`config.mk`:
```
export PLATFORM = sky130hd
export DESIGN_NAME = tlb_op_unit_flat
export DESIGN_NICKNAME = d
export VERILOG_FILES = /design/src/rtl/tlb_op_unit_pkg.sv /design/src/rtl/tlb_op_unit_if.sv /design/src/rtl/tlb_op_unit_tlb_array.sv /design/src/rtl/tlb_op_unit.sv /design/src/flat_wrapper.sv
export SDC_FILE = /design/constraint.sdc
export NUM_CORES = 2
export LEC_CHECK = 0
export CAP_MARGIN = 0
export CORE_UTILIZATION = 50
export CTS_BUF_LIST = sky130_fd_sc_hd__clkbuf_8
export DETAILED_ROUTE_END_ITERATION = 10
export HOLD_SLACK_MARGIN = 0.06
export PLACE_DENSITY = 0.68
export RECOVER_POWER = 100
export SLEW_MARGIN = 30
export SYNTH_ARGS = -nofsm -noshare
export SYNTH_HDL_FRONTEND = slang
export SYNTH_SLANG_ARGS = --single-unit
export TNS_END_PERCENT = 10
```
`constraint.sdc`:
```
create_clock -name clk -period 32.6 [get_ports clk]
set_input_delay 3.26 -clock clk [delete_from_list [all_inputs] [get_ports clk]]
set_output_delay 3.26 -clock clk [all_outputs]
set_load 0.05 [all_outputs]
```
`src/rtl/tlb_op_unit_pkg.sv`:
```
// Shared encodings, field positions and the TLB entry layout for the memory-stage TLB engine.
package tlb_op_unit_pkg;

  typedef enum logic [1:0] {
    TLB_OP_NONE  = 2'b00,
    TLB_OP_TLBP  = 2'b01,
    TLB_OP_TLBR  = 2'b10,
    TLB_OP_TLBWI = 2'b11
  } tlb_op_e;

  typedef enum logic [2:0] {
    ST_IDLE  = 3'd0,
    ST_PROBE = 3'd1,
    ST_READ  = 3'd2,
    ST_WRITE = 3'd3,
    ST_DONE  = 3'd4
  } tlb_state_e;

  localparam int EHI_VPN2_LSB = 13;
  localparam int ASID_W       = 8;
  localparam int LO_PFN_LSB   = 6;
  localparam int LO_C_LSB     = 3;
  localparam int LO_D         = 2;
  localparam int LO_V         = 1;
  localparam int LO_G         = 0;

  typedef struct packed {
    logic [18:0]       vpn2;
    logic [ASID_W-1:0] asid;
    logic              g;
    logic [19:0]       pfn0;
    logic [2:0]        c0;
    logic              d0;
    logic              v0;
    logic [19:0]       pfn1;
    logic [2:0]        c1;
    logic              d1;
    logic              v1;
  } tlb_entry_t;

  function automatic logic entry_match(input tlb_entry_t e, input logic [18:0] vpn2,
                                       input logic [ASID_W-1:0] asid);
    return (e.vpn2 == vpn2) && (e.g || (e.asid == asid));
  endfunction

endpackage

```
`src/rtl/tlb_op_unit_if.sv`:
```
// Pipeline/CP0 side bundle of the TLB engine: op request, CP0 result pairs and lookup port.
interface tlb_op_unit_if;
  logic [1:0]  tlb_type;
  logic        flush;
  logic        adv;
  logic [31:0] cp0_entryhi;
  logic [31:0] cp0_entrylo0;
  logic [31:0] cp0_entrylo1;
  logic [31:0] cp0_index;
  logic        stall;
  logic        index_we;
  logic [31:0] index_val;
  logic        entryhi_we;
  logic [31:0] entryhi_val;
  logic        entrylo0_we;
  logic [31:0] entrylo0_val;
  logic        entrylo1_we;
  logic [31:0] entrylo1_val;
  logic [31:0] lk_vaddr;
  logic        lk_hit;
  logic        lk_v;
  logic        lk_d;
  logic [31:0] lk_paddr;

  modport master (
    output tlb_type, flush, adv, cp0_entryhi, cp0_entrylo0, cp0_entrylo1, cp0_index, lk_vaddr,
    input  stall, index_we, index_val, entryhi_we, entryhi_val, entrylo0_we, entrylo0_val,
           entrylo1_we, entrylo1_val, lk_hit, lk_v, lk_d, lk_paddr
  );

  modport slave (
    input  tlb_type, flush, adv, cp0_entryhi, cp0_entrylo0, cp0_entrylo1, cp0_index, lk_vaddr,
    output stall, index_we, index_val, entryhi_we, entryhi_val, entrylo0_we, entrylo0_val,
           entrylo1_we, entrylo1_val, lk_hit, lk_v, lk_d, lk_paddr
  );
endinterface

```
`src/rtl/tlb_op_unit_tlb_array.sv`:
```
// Fully associative entry storage with one write port, one indexed read port and two
// compare/priority-encode paths (probe snapshot and live data-path lookup).
module tlb_array
  import tlb_op_unit_pkg::*;
#(
  parameter int ENTRIES = 16,
  parameter int IDXW    = 4
) (
  input  logic              clk,
  input  logic              rst,
  input  logic              we,
  input  logic [IDXW-1:0]   widx,
  input  tlb_entry_t        wentry,
  input  logic [IDXW-1:0]   ridx,
  output tlb_entry_t        rentry,
  input  logic [18:0]       pr_vpn2,
  input  logic [ASID_W-1:0] pr_asid,
  output logic              pr_hit,
  output logic [IDXW-1:0]   pr_idx,
  input  logic [19:0]       lk_vpn,
  input  logic [ASID_W-1:0] lk_asid,
  output logic              lk_hit,
  output logic              lk_v,
  output logic              lk_d,
  output logic [19:0]       lk_pfn
);

  tlb_entry_t         mem_q [ENTRIES];
  tlb_entry_t         mem_d [ENTRIES];
  logic [ENTRIES-1:0] pr_vec;
  logic [ENTRIES-1:0] lk_vec;
  logic [IDXW-1:0]    lk_idx;
  tlb_entry_t         lk_e;

  function automatic logic [IDXW-1:0] lowest(input logic [ENTRIES-1:0] v);
    lowest = '0;
    for (int i = ENTRIES - 1; i >= 0; i--) begin
      if (v[i]) lowest = IDXW'(i);
    end
  endfunction

  always_comb begin
    mem_d = mem_q;
    if (we) mem_d[widx] = wentry;
  end

  always_ff @(posedge clk) begin
    for (int i = 0; i < ENTRIES; i++) begin
      mem_q[i] <= rst ? mem_d[i] : '0;
    end
  end

  // Entries with no valid page never translate, so a cleared array cannot alias address 0.
  always_comb begin
    pr_vec = '0;
    lk_vec = '0;
    for (int i = 0; i < ENTRIES; i++) begin
      pr_vec[i] = entry_match(mem_q[i], pr_vpn2, pr_asid);
      lk_vec[i] = entry_match(mem_q[i], lk_vpn[19:1], lk_asid) && (mem_q[i].v0 || mem_q[i].v1);
    end
  end

  assign pr_hit = |pr_vec;
  assign pr_idx = lowest(pr_vec);
  assign rentry = mem_q[ridx];
  assign lk_hit = |lk_vec;
  assign lk_idx = lowest(lk_vec);
  assign lk_e   = mem_q[lk_idx];

  always_comb begin
    lk_v   = 1'b0;
    lk_d   = 1'b0;
    lk_pfn = '0;
    if (lk_hit) begin
      lk_v   = lk_vec[lk_idx] && (lk_vpn[0] ? lk_e.v1 : lk_e.v0);
      lk_d   = lk_vpn[0] ? lk_e.d1 : lk_e.d0;
      lk_pfn = lk_vpn[0] ? lk_e.pfn1 : lk_e.pfn0;
    end
  end

endmodule

```
`src/rtl/tlb_op_unit.sv`:
```
// Memory-stage TLB engine: TLBP/TLBR/TLBWI sequencing, CP0 snapshot and result muxing,
// plus a combinational translation port.
module tlb_op_unit
  import tlb_op_unit_pkg::*;
#(
  parameter int ENTRIES = 16,
  parameter int IDXW    = 4
) (
  input logic          clk,
  input logic          rst,
  tlb_op_unit_if.slave bus
);

  tlb_state_e      state_q, state_d;
  logic [31:0]     ehi_q, ehi_d, lo0_q, lo0_d, lo1_q, lo1_d;
  logic [IDXW-1:0] idx_q, idx_d;
  tlb_op_e         op;
  logic            accept, op_ok, arr_we, rd_we, pr_hit, lk_hit;
  logic [IDXW-1:0] pr_idx;
  logic [19:0]     lk_pfn;
  tlb_entry_t      wentry, rentry;
  logic            unused_bits;

  assign op     = tlb_op_e'(bus.tlb_type);
  assign accept = (state_q == ST_IDLE) && (op != TLB_OP_NONE) && !bus.flush;
  // Reset or flush in the op cycle kills every write leaving the unit on that edge.
  assign op_ok  = rst && !bus.flush;
  assign arr_we = op_ok && (state_q == ST_WRITE);
  assign rd_we  = op_ok && (state_q == ST_READ);

  always_comb begin
    state_d = state_q;
    ehi_d   = ehi_q;
    lo0_d   = lo0_q;
    lo1_d   = lo1_q;
    idx_d   = idx_q;
    unique case (state_q)
      ST_IDLE: begin
        if (accept) begin
          ehi_d = bus.cp0_entryhi;
          lo0_d = bus.cp0_entrylo0;
          lo1_d = bus.cp0_entrylo1;
          idx_d = bus.cp0_index[IDXW-1:0];
          unique case (op)
            TLB_OP_TLBP: state_d = ST_PROBE;
            TLB_OP_TLBR: state_d = ST_READ;
            default:     state_d = ST_WRITE;
          endcase
        end
      end
      ST_PROBE, ST_READ, ST_WRITE: state_d = bus.flush ? ST_IDLE : ST_DONE;
      ST_DONE: if (bus.adv || bus.flush) state_d = ST_IDLE;
      default: state_d = ST_IDLE;
    endcase
  end

  always_ff @(posedge clk) begin
    if (!rst) state_q <= ST_IDLE;
    else      state_q <= state_d;
    ehi_q <= ehi_d;
    lo0_q <= lo0_d;
    lo1_q <= lo1_d;
    idx_q <= idx_d;
  end

  always_comb begin
    wentry      = '0;
    wentry.vpn2 = ehi_q[31:EHI_VPN2_LSB];
    wentry.asid = ehi_q[ASID_W-1:0];
    wentry.g    = lo0_q[LO_G] & lo1_q[LO_G];
    wentry.pfn0 = lo0_q[LO_PFN_LSB+19:LO_PFN_LSB];
    wentry.c0   = lo0_q[LO_C_LSB+2:LO_C_LSB];
    wentry.d0   = lo0_q[LO_D];
    wentry.v0   = lo0_q[LO_V];
    wentry.pfn1 = lo1_q[LO_PFN_LSB+19:LO_PFN_LSB];
    wentry.c1   = lo1_q[LO_C_LSB+2:LO_C_LSB];
    wentry.d1   = lo1_q[LO_D];
    wentry.v1   = lo1_q[LO_V];
  end

  tlb_array #(.ENTRIES(ENTRIES), .IDXW(IDXW)) u_array (
    .clk     (clk),
    .rst     (rst),
    .we      (arr_we),
    .widx    (idx_q),
    .wentry  (wentry),
    .ridx    (idx_q),
    .rentry  (rentry),
    .pr_vpn2 (ehi_q[31:EHI_VPN2_LSB]),
    .pr_asid (ehi_q[ASID_W-1:0]),
    .pr_hit  (pr_hit),
    .pr_idx  (pr_idx),
    .lk_vpn  (bus.lk_vaddr[31:12]),
    .lk_asid (bus.cp0_entryhi[ASID_W-1:0]),
    .lk_hit  (lk_hit),
    .lk_v    (bus.lk_v),
    .lk_d    (bus.lk_d),
    .lk_pfn  (lk_pfn)
  );

  always_comb begin
    bus.stall        = rst && (accept || (state_q inside {ST_PROBE, ST_READ, ST_WRITE}));
    bus.index_we     = op_ok && (state_q == ST_PROBE);
    bus.index_val    = '0;
    if (bus.index_we) bus.index_val = pr_hit ? 32'(pr_idx) : 32'h8000_0000;
    bus.entryhi_we   = rd_we;
    bus.entrylo0_we  = rd_we;
    bus.entrylo1_we  = rd_we;
    bus.entryhi_val  = rd_we ? {rentry.vpn2, 5'b0, rentry.asid} : '0;
    bus.entrylo0_val = rd_we ? {6'b0, rentry.pfn0, rentry.c0, rentry.d0, rentry.v0, rentry.g} : '0;
    bus.entrylo1_val = rd_we ? {6'b0, rentry.pfn1, rentry.c1, rentry.d1, rentry.v1, rentry.g} : '0;
    bus.lk_hit       = lk_hit;
    bus.lk_paddr     = lk_hit ? {lk_pfn, bus.lk_vaddr[11:0]} : '0;
  end

  assign unused_bits = ^{bus.cp0_index[31:IDXW], ehi_q[EHI_VPN2_LSB-1:ASID_W],
                         lo0_q[31:LO_PFN_LSB+20], lo1_q[31:LO_PFN_LSB+20]};

endmodule

```
`src/flat_wrapper.sv`:
```
// flat-port wrapper written by rule: the top's interface ports become plain ports
module tlb_op_unit_flat import tlb_op_unit_pkg::*;
#(
  parameter int ENTRIES = 16,
  parameter int IDXW    = 4
)
  (clk, rst, bus_tlb_type, bus_flush, bus_adv, bus_cp0_entryhi, bus_cp0_entrylo0, bus_cp0_entrylo1, bus_cp0_index, bus_lk_vaddr, bus_stall, bus_index_we, bus_index_val, bus_entryhi_we, bus_entryhi_val, bus_entrylo0_we, bus_entrylo0_val, bus_entrylo1_we, bus_entrylo1_val, bus_lk_hit, bus_lk_v, bus_lk_d, bus_lk_paddr);
  tlb_op_unit_if bus_i ();
  input logic clk;
  input logic rst;
  input wire logic [$bits(bus_i.tlb_type)-1:0] bus_tlb_type;
  input wire logic [$bits(bus_i.flush)-1:0] bus_flush;
  input wire logic [$bits(bus_i.adv)-1:0] bus_adv;
  input wire logic [$bits(bus_i.cp0_entryhi)-1:0] bus_cp0_entryhi;
  input wire logic [$bits(bus_i.cp0_entrylo0)-1:0] bus_cp0_entrylo0;
  input wire logic [$bits(bus_i.cp0_entrylo1)-1:0] bus_cp0_entrylo1;
  input wire logic [$bits(bus_i.cp0_index)-1:0] bus_cp0_index;
  input wire logic [$bits(bus_i.lk_vaddr)-1:0] bus_lk_vaddr;
  output wire logic [$bits(bus_i.stall)-1:0] bus_stall;
  output wire logic [$bits(bus_i.index_we)-1:0] bus_index_we;
  output wire logic [$bits(bus_i.index_val)-1:0] bus_index_val;
  output wire logic [$bits(bus_i.entryhi_we)-1:0] bus_entryhi_we;
  output wire logic [$bits(bus_i.entryhi_val)-1:0] bus_entryhi_val;
  output wire logic [$bits(bus_i.entrylo0_we)-1:0] bus_entrylo0_we;
  output wire logic [$bits(bus_i.entrylo0_val)-1:0] bus_entrylo0_val;
  output wire logic [$bits(bus_i.entrylo1_we)-1:0] bus_entrylo1_we;
  output wire logic [$bits(bus_i.entrylo1_val)-1:0] bus_entrylo1_val;
  output wire logic [$bits(bus_i.lk_hit)-1:0] bus_lk_hit;
  output wire logic [$bits(bus_i.lk_v)-1:0] bus_lk_v;
  output wire logic [$bits(bus_i.lk_d)-1:0] bus_lk_d;
  output wire logic [$bits(bus_i.lk_paddr)-1:0] bus_lk_paddr;
  assign bus_i.tlb_type = bus_tlb_type;
  assign bus_i.flush = bus_flush;
  assign bus_i.adv = bus_adv;
  assign bus_i.cp0_entryhi = bus_cp0_entryhi;
  assign bus_i.cp0_entrylo0 = bus_cp0_entrylo0;
  assign bus_i.cp0_entrylo1 = bus_cp0_entrylo1;
  assign bus_i.cp0_index = bus_cp0_index;
  assign bus_i.lk_vaddr = bus_lk_vaddr;
  assign bus_stall = bus_i.stall;
  assign bus_index_we = bus_i.index_we;
  assign bus_index_val = bus_i.index_val;
  assign bus_entryhi_we = bus_i.entryhi_we;
  assign bus_entryhi_val = bus_i.entryhi_val;
  assign bus_entrylo0_we = bus_i.entrylo0_we;
  assign bus_entrylo0_val = bus_i.entrylo0_val;
  assign bus_entrylo1_we = bus_i.entrylo1_we;
  assign bus_entrylo1_val = bus_i.entrylo1_val;
  assign bus_lk_hit = bus_i.lk_hit;
  assign bus_lk_v = bus_i.lk_v;
  assign bus_lk_d = bus_i.lk_d;
  assign bus_lk_paddr = bus_i.lk_paddr;
  tlb_op_unit #(.ENTRIES(ENTRIES), .IDXW(IDXW)) u_core (.clk(clk), .rst(rst), .bus(bus_i));
endmodule
```
**Word level (Yosys, flattened, before mapping)**

Cells that the tools add are included.

- Magnitude comparators: 4
- Eq/ne operators: 72
- Multiplexer cells: 59
- Bitwise operators: 3
- Reductions and logical operators: 116

Operators with widths:

| cell | number |
|---|---|
| bitwise mux 1248 bit | 1 |
| binary-select mux 78 bit (select 4 bit) | 2 |
| equality test 19 bit | 32 |
| demux 78 bit (select 4 bit) | 1 |
| equality test 8 bit | 32 |
| two-way mux 78 bit | 3 |
| two-way mux 32 bit | 4 |
| two-way mux 4 bit | 32 |
| two-way mux 50 bit | 2 |
| logical AND 1 bit | 57 |
| two-way mux 26 bit | 2 |
| logical OR 1 bit | 50 |
| OR reduction 16 bit | 2 |
| two-way mux 20 bit | 1 |
| >= comparator 5 bit (second input constant) | 2 |
| NOT 4 -> 5 bit | 2 |
| two-way mux 3 bit | 3 |
| one-hot mux 3 bit (3 select lines) | 1 |
| equality test 3 x 2 -> 1 bit (second input constant) | 2 |
| < comparator 4 x 5 -> 1 bit (second input constant) | 1 |
| < comparator 5 x 1 -> 1 bit (second input constant) | 1 |
| two-way mux 1 bit | 5 |
| binary-select mux 1 bit (select 4 bit) | 1 |
| != test 2 x 1 -> 1 bit (second input constant) | 2 |
| 12 further kinds | 13 |

- Bits in registers: 1339
- Bits of input ports: 166
- Output and inout bits: 168

**Depth between registers and ports, before layout**

- Word-level depth: 27
- Gate-level depth with buffers: 17
- Mapped depth without buffers: 12

**Modules after synthesis**

From an unflattened synthesis, not the netlist that was laid out.

- Cell total of the unflattened synthesis: 8772
- Area, all modules: 77536.9 um^2

By module, submodules not included:

| module | instances | cells an instance | area an instance (um^2) | sequential area each (um^2) |
|---|---|---|---|---|
| tlb_array | 1 | 8397 | 72911.2 | 24984.0 |
| tlb_op_unit | 1 | 375 | 4625.7 | 2552.4 |

**Worst setup path after synthesis**

No wires, ideal clock.

- Path kind: input -> output
- Start point: input port bus_tlb_type[1]
- End point: output port bus_stall
- Arrival: 12.931 ns
- Data required time: 29.340 ns
- Path slack: 16.409 ns
- Stages: 3
- Buffers on the path: 0
- Path through: nor2_1 nor4b_1 o21a_1

- Cells in the longest elaborated chain, start to end: 5

RTL lines:

| item | line | text |
|---|---|---|
| from (decl) | flat_wrapper.sv:11 | `input wire logic [$bits(bus_i.tlb_type)-1:0] bus_tlb_type;` |
| nonzero test 2 bit | tlb_op_unit.sv:25 | `assign accept = (state_q == ST_IDLE) && (op != TLB_OP_NONE) && !bus.flush;` |
| logical AND 1 bit (2 in series) | tlb_op_unit.sv:25 |  |
| logical OR 1 bit | tlb_op_unit.sv:102 | `bus.stall = rst && (accept \|\| (state_q inside {ST_PROBE, ST_READ, ST_WRITE}));` |
| logical AND 1 bit | tlb_op_unit.sv:102 |  |
| to (decl) | flat_wrapper.sv:19 | `output wire logic [$bits(bus_i.stall)-1:0] bus_stall;` |

Every way passes these cells.

**Worst setup path in the final report**

- Start point: input port bus_cp0_entryhi[5]
- End point: output port bus_lk_paddr[31]

- Cells in the longest elaborated chain, start to end: 26

RTL lines:

| item | line | text |
|---|---|---|
| from (decl) | flat_wrapper.sv:14 | `input wire logic [$bits(bus_i.cp0_entryhi)-1:0] bus_cp0_entryhi;` |
| equality test 8 bit | tlb_op_unit_pkg.sv:43 | `return (e.vpn2 == vpn2) && (e.g \|\| (e.asid == asid));` |
| logical OR 1 bit | tlb_op_unit_pkg.sv:43 |  |
| logical AND 1 bit | tlb_op_unit_pkg.sv:43 |  |
| logical AND 1 bit | tlb_op_unit_tlb_array.sv:59 | `lk_vec[i] = entry_match(mem_q[i], lk_vpn[19:1], lk_asid) && (mem_q[i].v0 \|\| mem_q[i].v1);` |
| two-way mux 4 bit (16 in series) | tlb_op_unit_tlb_array.sv:38 | `if (v[i]) lowest = IDXW'(i);` |
| NOT 4 -> 5 bit (not written as such) | tlb_op_unit_tlb_array.sv:68 | `assign lk_e = mem_q[lk_idx];` |
| binary-select mux 78 bit (select 4 bit) | tlb_op_unit_tlb_array.sv:68 |  |
| two-way mux 50 bit (not written as such) (2 in series) | tlb_op_unit_tlb_array.sv:68 |  |
| two-way mux 20 bit | tlb_op_unit_tlb_array.sv:77 | `lk_pfn = lk_vpn[0] ? lk_e.pfn1 : lk_e.pfn0;` |
| two-way mux 32 bit (*) | tlb_op_unit.sv:113 | `bus.lk_paddr = lk_hit ? {lk_pfn, bus.lk_vaddr[11:0]} : '0;` |
| to (decl) | flat_wrapper.sv:31 | `output wire logic [$bits(bus_i.lk_paddr)-1:0] bus_lk_paddr;` |

Every way passes the cells marked *; elsewhere a longest branch is shown, timed or not. The select of a mux whose other input is x is not followed.

==> results.json <==
{
  "core_area_sq_mm": 0.154,
  "drive_gt1_frac": 0.119,
  "die_y_um": 395,
  "place_area_sq_mm": 0.0803,
  "gr-usage-met3": 0.0916,
  "initial_utilization": 0.503,
  "dieArea_sq_mm": 0.156,
  "power_leakage_uw": 0.0306,
  "period_needed_ns": 21.57,
  "gp_congestion": 1.01,
  "rrSetupSlack_ns": 24.30,
  "endpoint_kind": "primary output",
  "fmax_mhz": 46.4,
  "worst_path_max_delay_cell": "clkbuf_1",
  "grt_pass1_vias": 65378,
  "critPathMaxFanout": 43,
  "synthMuxAreaShare": 0.152,
  "syn_inst": 8782,
  "ant_nets": 0,
  "htreeDepth": 4,
  "fin_setup_tns_ns": 0,
  "p_int_uw": 2590,
  "status": "finished, violations left",
  "grt_overflow_total": 0,
  "clockBufferDepth": 3,
  "synth_cell_types": 82,
  "p_switching_uw": 943,
  "first_pass_iters": 6,
  "top_usage_layer": "met2",
  "cp.arrival_ns": 18.31,
  "fillCellCount": 13873,
  "ys_ff_latch": 1334,
  "hpwlAfterDp_um": 185000,
  "yosys.area_share.simple": 0.187,
  "finalHoldViolCount": 0,
  "crit_top_cell": "clkbuf_1",
  "slowest_delay_ns": 2.47,
  "drtIter0Drc": 9645,
  "min_path_type": "flip-flop to flip-flop",
  "cts-root-buf": "clkbuf_8",
  "clock_latency_ns": 1.00,
  "cts-hold-fix-buffers": 0,
  "fin_crit_sh": 0.662,
  "synth_area_leaders": "dfxtp_1 32%, nand2_1 13%, a21boi_0 12%",
  "yosys.cell_count.top_type": "nand2_1",
  "synth_fa_ha_area_frac": 0,
  "power_density_mw_per_mm2": 41.6,
  "yosysTopAreaCell": "dfxtp_1",
  "crit_family": "buffers and inverters",
  "synthFlopType": "dfxtp_1",
  "sequentialPowerShare": 0.475,
  "finClkSkew_ns": 0.0493,
  "async_reset_ff_frac": 0,
  "synth_seq_area_share": 0.356,
  "wl_um": 309000,
  "use_met2": 0.582,
  "fin_nets": 8716,
  "num_rows": 144,
  "tritoncts": "yes",
  "switching_share": 0.267,
  "cts_resized": 0,
  "fin_area_sq_mm": 0.0848,
  "crit_start": "bus_cp0_entryhi[5]",
  "crit-reg2reg-launch": "u_core.idx_q[0]$_DFFE_PP_",
  "synth_top_family_by_area": "simple AND/OR/NAND/NOR gates",
  "port_buffers": 244,
  "avgSynthCellArea_sq_um": 8.81,
  "worstRegToRegCells": 9,
  "wire_per_inst_um": 28.6,
  "vdd_drop_max_mv": 0.0395,
  "syn_to_final_growth_pct": 9.59,
  "timing.rr.end": "u_core.u_array.mem_q[845]$_SDFFE_PN0P_",
  "relSlewSlack": -3.22,
  "antenna_found_initial": 19,
  "drc": 0,
  "fp.dieW_um": 395,
  "cp_data_required_time_ns": 29.34,
  "synth_top_area_frac": 0.324,
  "grt_max_degree": 167,
  "synth_common_cells": "2693 x nand2_1, 1251 x a21boi_0, 1251 x dfxtp_1",
  "worstSetupPathType": "input pin to primary output",
  "crit_end": "bus_lk_paddr[31]",
  "ios": 334,
  "setup_viol": 0,
  "worstPathBufferInverterCount": 6,
  "comb_power_share": 0.073,
  "path_cells": "clkdlybuf4s50_1, clkbuf_1, xor2_1, nor4_1, a21oi_1, or3_1, a21oi_2, or2_0, a21boi_0, clkbuf_1, clkbuf_1, nor2_1, clkbuf_1, a221oi_1, o211ai_1, a32o_1, dlygate4sd3_1",
  "cts_buffers": 227,
  "cts.sinks": 1334,
  "rsz0062_at_grt": "false",
  "clkSlewWorstSetupHoldPaths_ns": 0.05,
  "maxCapViolCount": 54,
  "tightest_slew_ns": 6.32,
  "grt_pass1_wl_um": 446000,
  "drv_slew": 1960,
  "vias": 68586,
  "post_cts_buffers": 0,
  "clkPwrFrac": 0.452,
  "synth_xor_area_frac": 0.0978,
  "cp-start-kind": "input pin",
  "synth_edf_count": 83,
  "grtUsageMet1": 0.488,
  "failed_checks": "capacitance limit, slew limit",
  "synth-compound-area-share": 0.155,
  "yosys_warnings": 0,
  "path_depth": 17,
  "viasPerCell": 6.35,
  "grt.total_usage": 0.383,
  "synthesis.area_sq_mm": 0.0774
}
[power by group through the flow]
stage	clock network, uW	registers [uW]	logic, uW
2_1_floorplan	0	1690	192
3_3_place_gp	0	1710	250
3_5_place_dp	0	1710	252
4_1_cts	1600	1680	252
5_1_grt	1680	1680	265
6_report	1600	1680	257
[worst register-to-register path: stages, from the launching register on]
cell and delay (ns):
edfxtp_1 0.37, buf_12 0.30, buf_16 0.49, buf_6 0.78, buf_4 0.82, nand2_1 0.39
nor2_1 1.37, clkbuf_1 3.14, nand2_1 0.26, a21boi_0 0.28
[how the worst min path moves through the flow]
stage,slack [ns],depth (start not counted),start,end
global route,0.49,2,u_core.u_array.mem_q[419]$_SDFFE_PN0P_,u_core.u_array.mem_q[419]$_SDFFE_PN0P_
global placement,0.45,2,u_core.u_array.mem_q[549]$_SDFFE_PN0P_,u_core.u_array.mem_q[549]$_SDFFE_PN0P_
CTS,0.47,2,u_core.u_array.mem_q[1095]$_SDFFE_PN0P_,u_core.u_array.mem_q[1095]$_SDFFE_PN0P_
detailed placement,0.46,2,u_core.u_array.mem_q[392]$_SDFFE_PN0P_,u_core.u_array.mem_q[392]$_SDFFE_PN0P_
finish,0.47,2,u_core.u_array.mem_q[1095]$_SDFFE_PN0P_,u_core.u_array.mem_q[1095]$_SDFFE_PN0P_
floorplan,0.44,2,u_core.u_array.mem_q[1172]$_SDFFE_PN0P_,u_core.u_array.mem_q[1172]$_SDFFE_PN0P_
[per-layer routing]
metal / part of all wire / wire length [um]
met1: 0.38 / 117000
met4: 0.073 / 22600
met3: 0.11 / 35000
met5: 0.00095 / 292
met2: 0.44 / 134000
[placed cells by master (no fill, tap or decap), drive strengths merged, types with 83 or more instances in the layout]
master       synthesis  routed
a21boi            1253    1253
nand2             2694    2694
nor4               329     329
inv                  7      99
buf                221     137
clkbuf             693     325
xor2               797     797
dfxtp             1251    1251
nor2b               83      83
mux2i              193     193
edfxtp              83      83
dlygate4sd3          0     190
mux2                90      90
mux4               390     390
nor2                93      93
[sequential cells by signal, summed over array words and instances, names as in the netlist]
signal,count
u_core.u_array.mem_q,1248
u_core.lo0_q,26
u_core.idx_q,4
u_core.ehi_q,27
u_core.state_q,3
u_core.lo1_q,26
[kinds of logic after synthesis]
logic type / Yosys count
simple gates: 3438
compound gates: 1551
flops: 1334
buf+inv: 921
xor+xnor: 864
mux: 673
other cells: 1
[final cells by class]
type                            instances  area [sq um]  area share
Antenna cell                           10          25.0    0.000295
Multi-Input combinational cell       6570         46200       0.544
Sequential cell                      1334         27500       0.325
Tap cell                             2044          2560      0.0301
Clock inverter                        133           821     0.00967
Inverter                                7          26.3    0.000310
Clock buffer                          287          3950      0.0466
Timing Repair Buffer                  410          3730      0.0440
[per-stage QoR]
step	hold WS [ns]	worst slack [ns]	total power, uW	std cells	util
2_1_floorplan	0.438	16.41	1890	8825	-
3_3_place_gp	0.448	19.01	1960	10349	0.521
3_5_place_dp	0.459	18.95	1960	10358	0.522
4_1_cts	0.467	18.94	3530	10778	0.553
5_1_grt	0.489	11.12	3620	10789	0.551
6_report	0.465	11.03	3530	10795	0.551
Power figures use the tool's default switching activity.
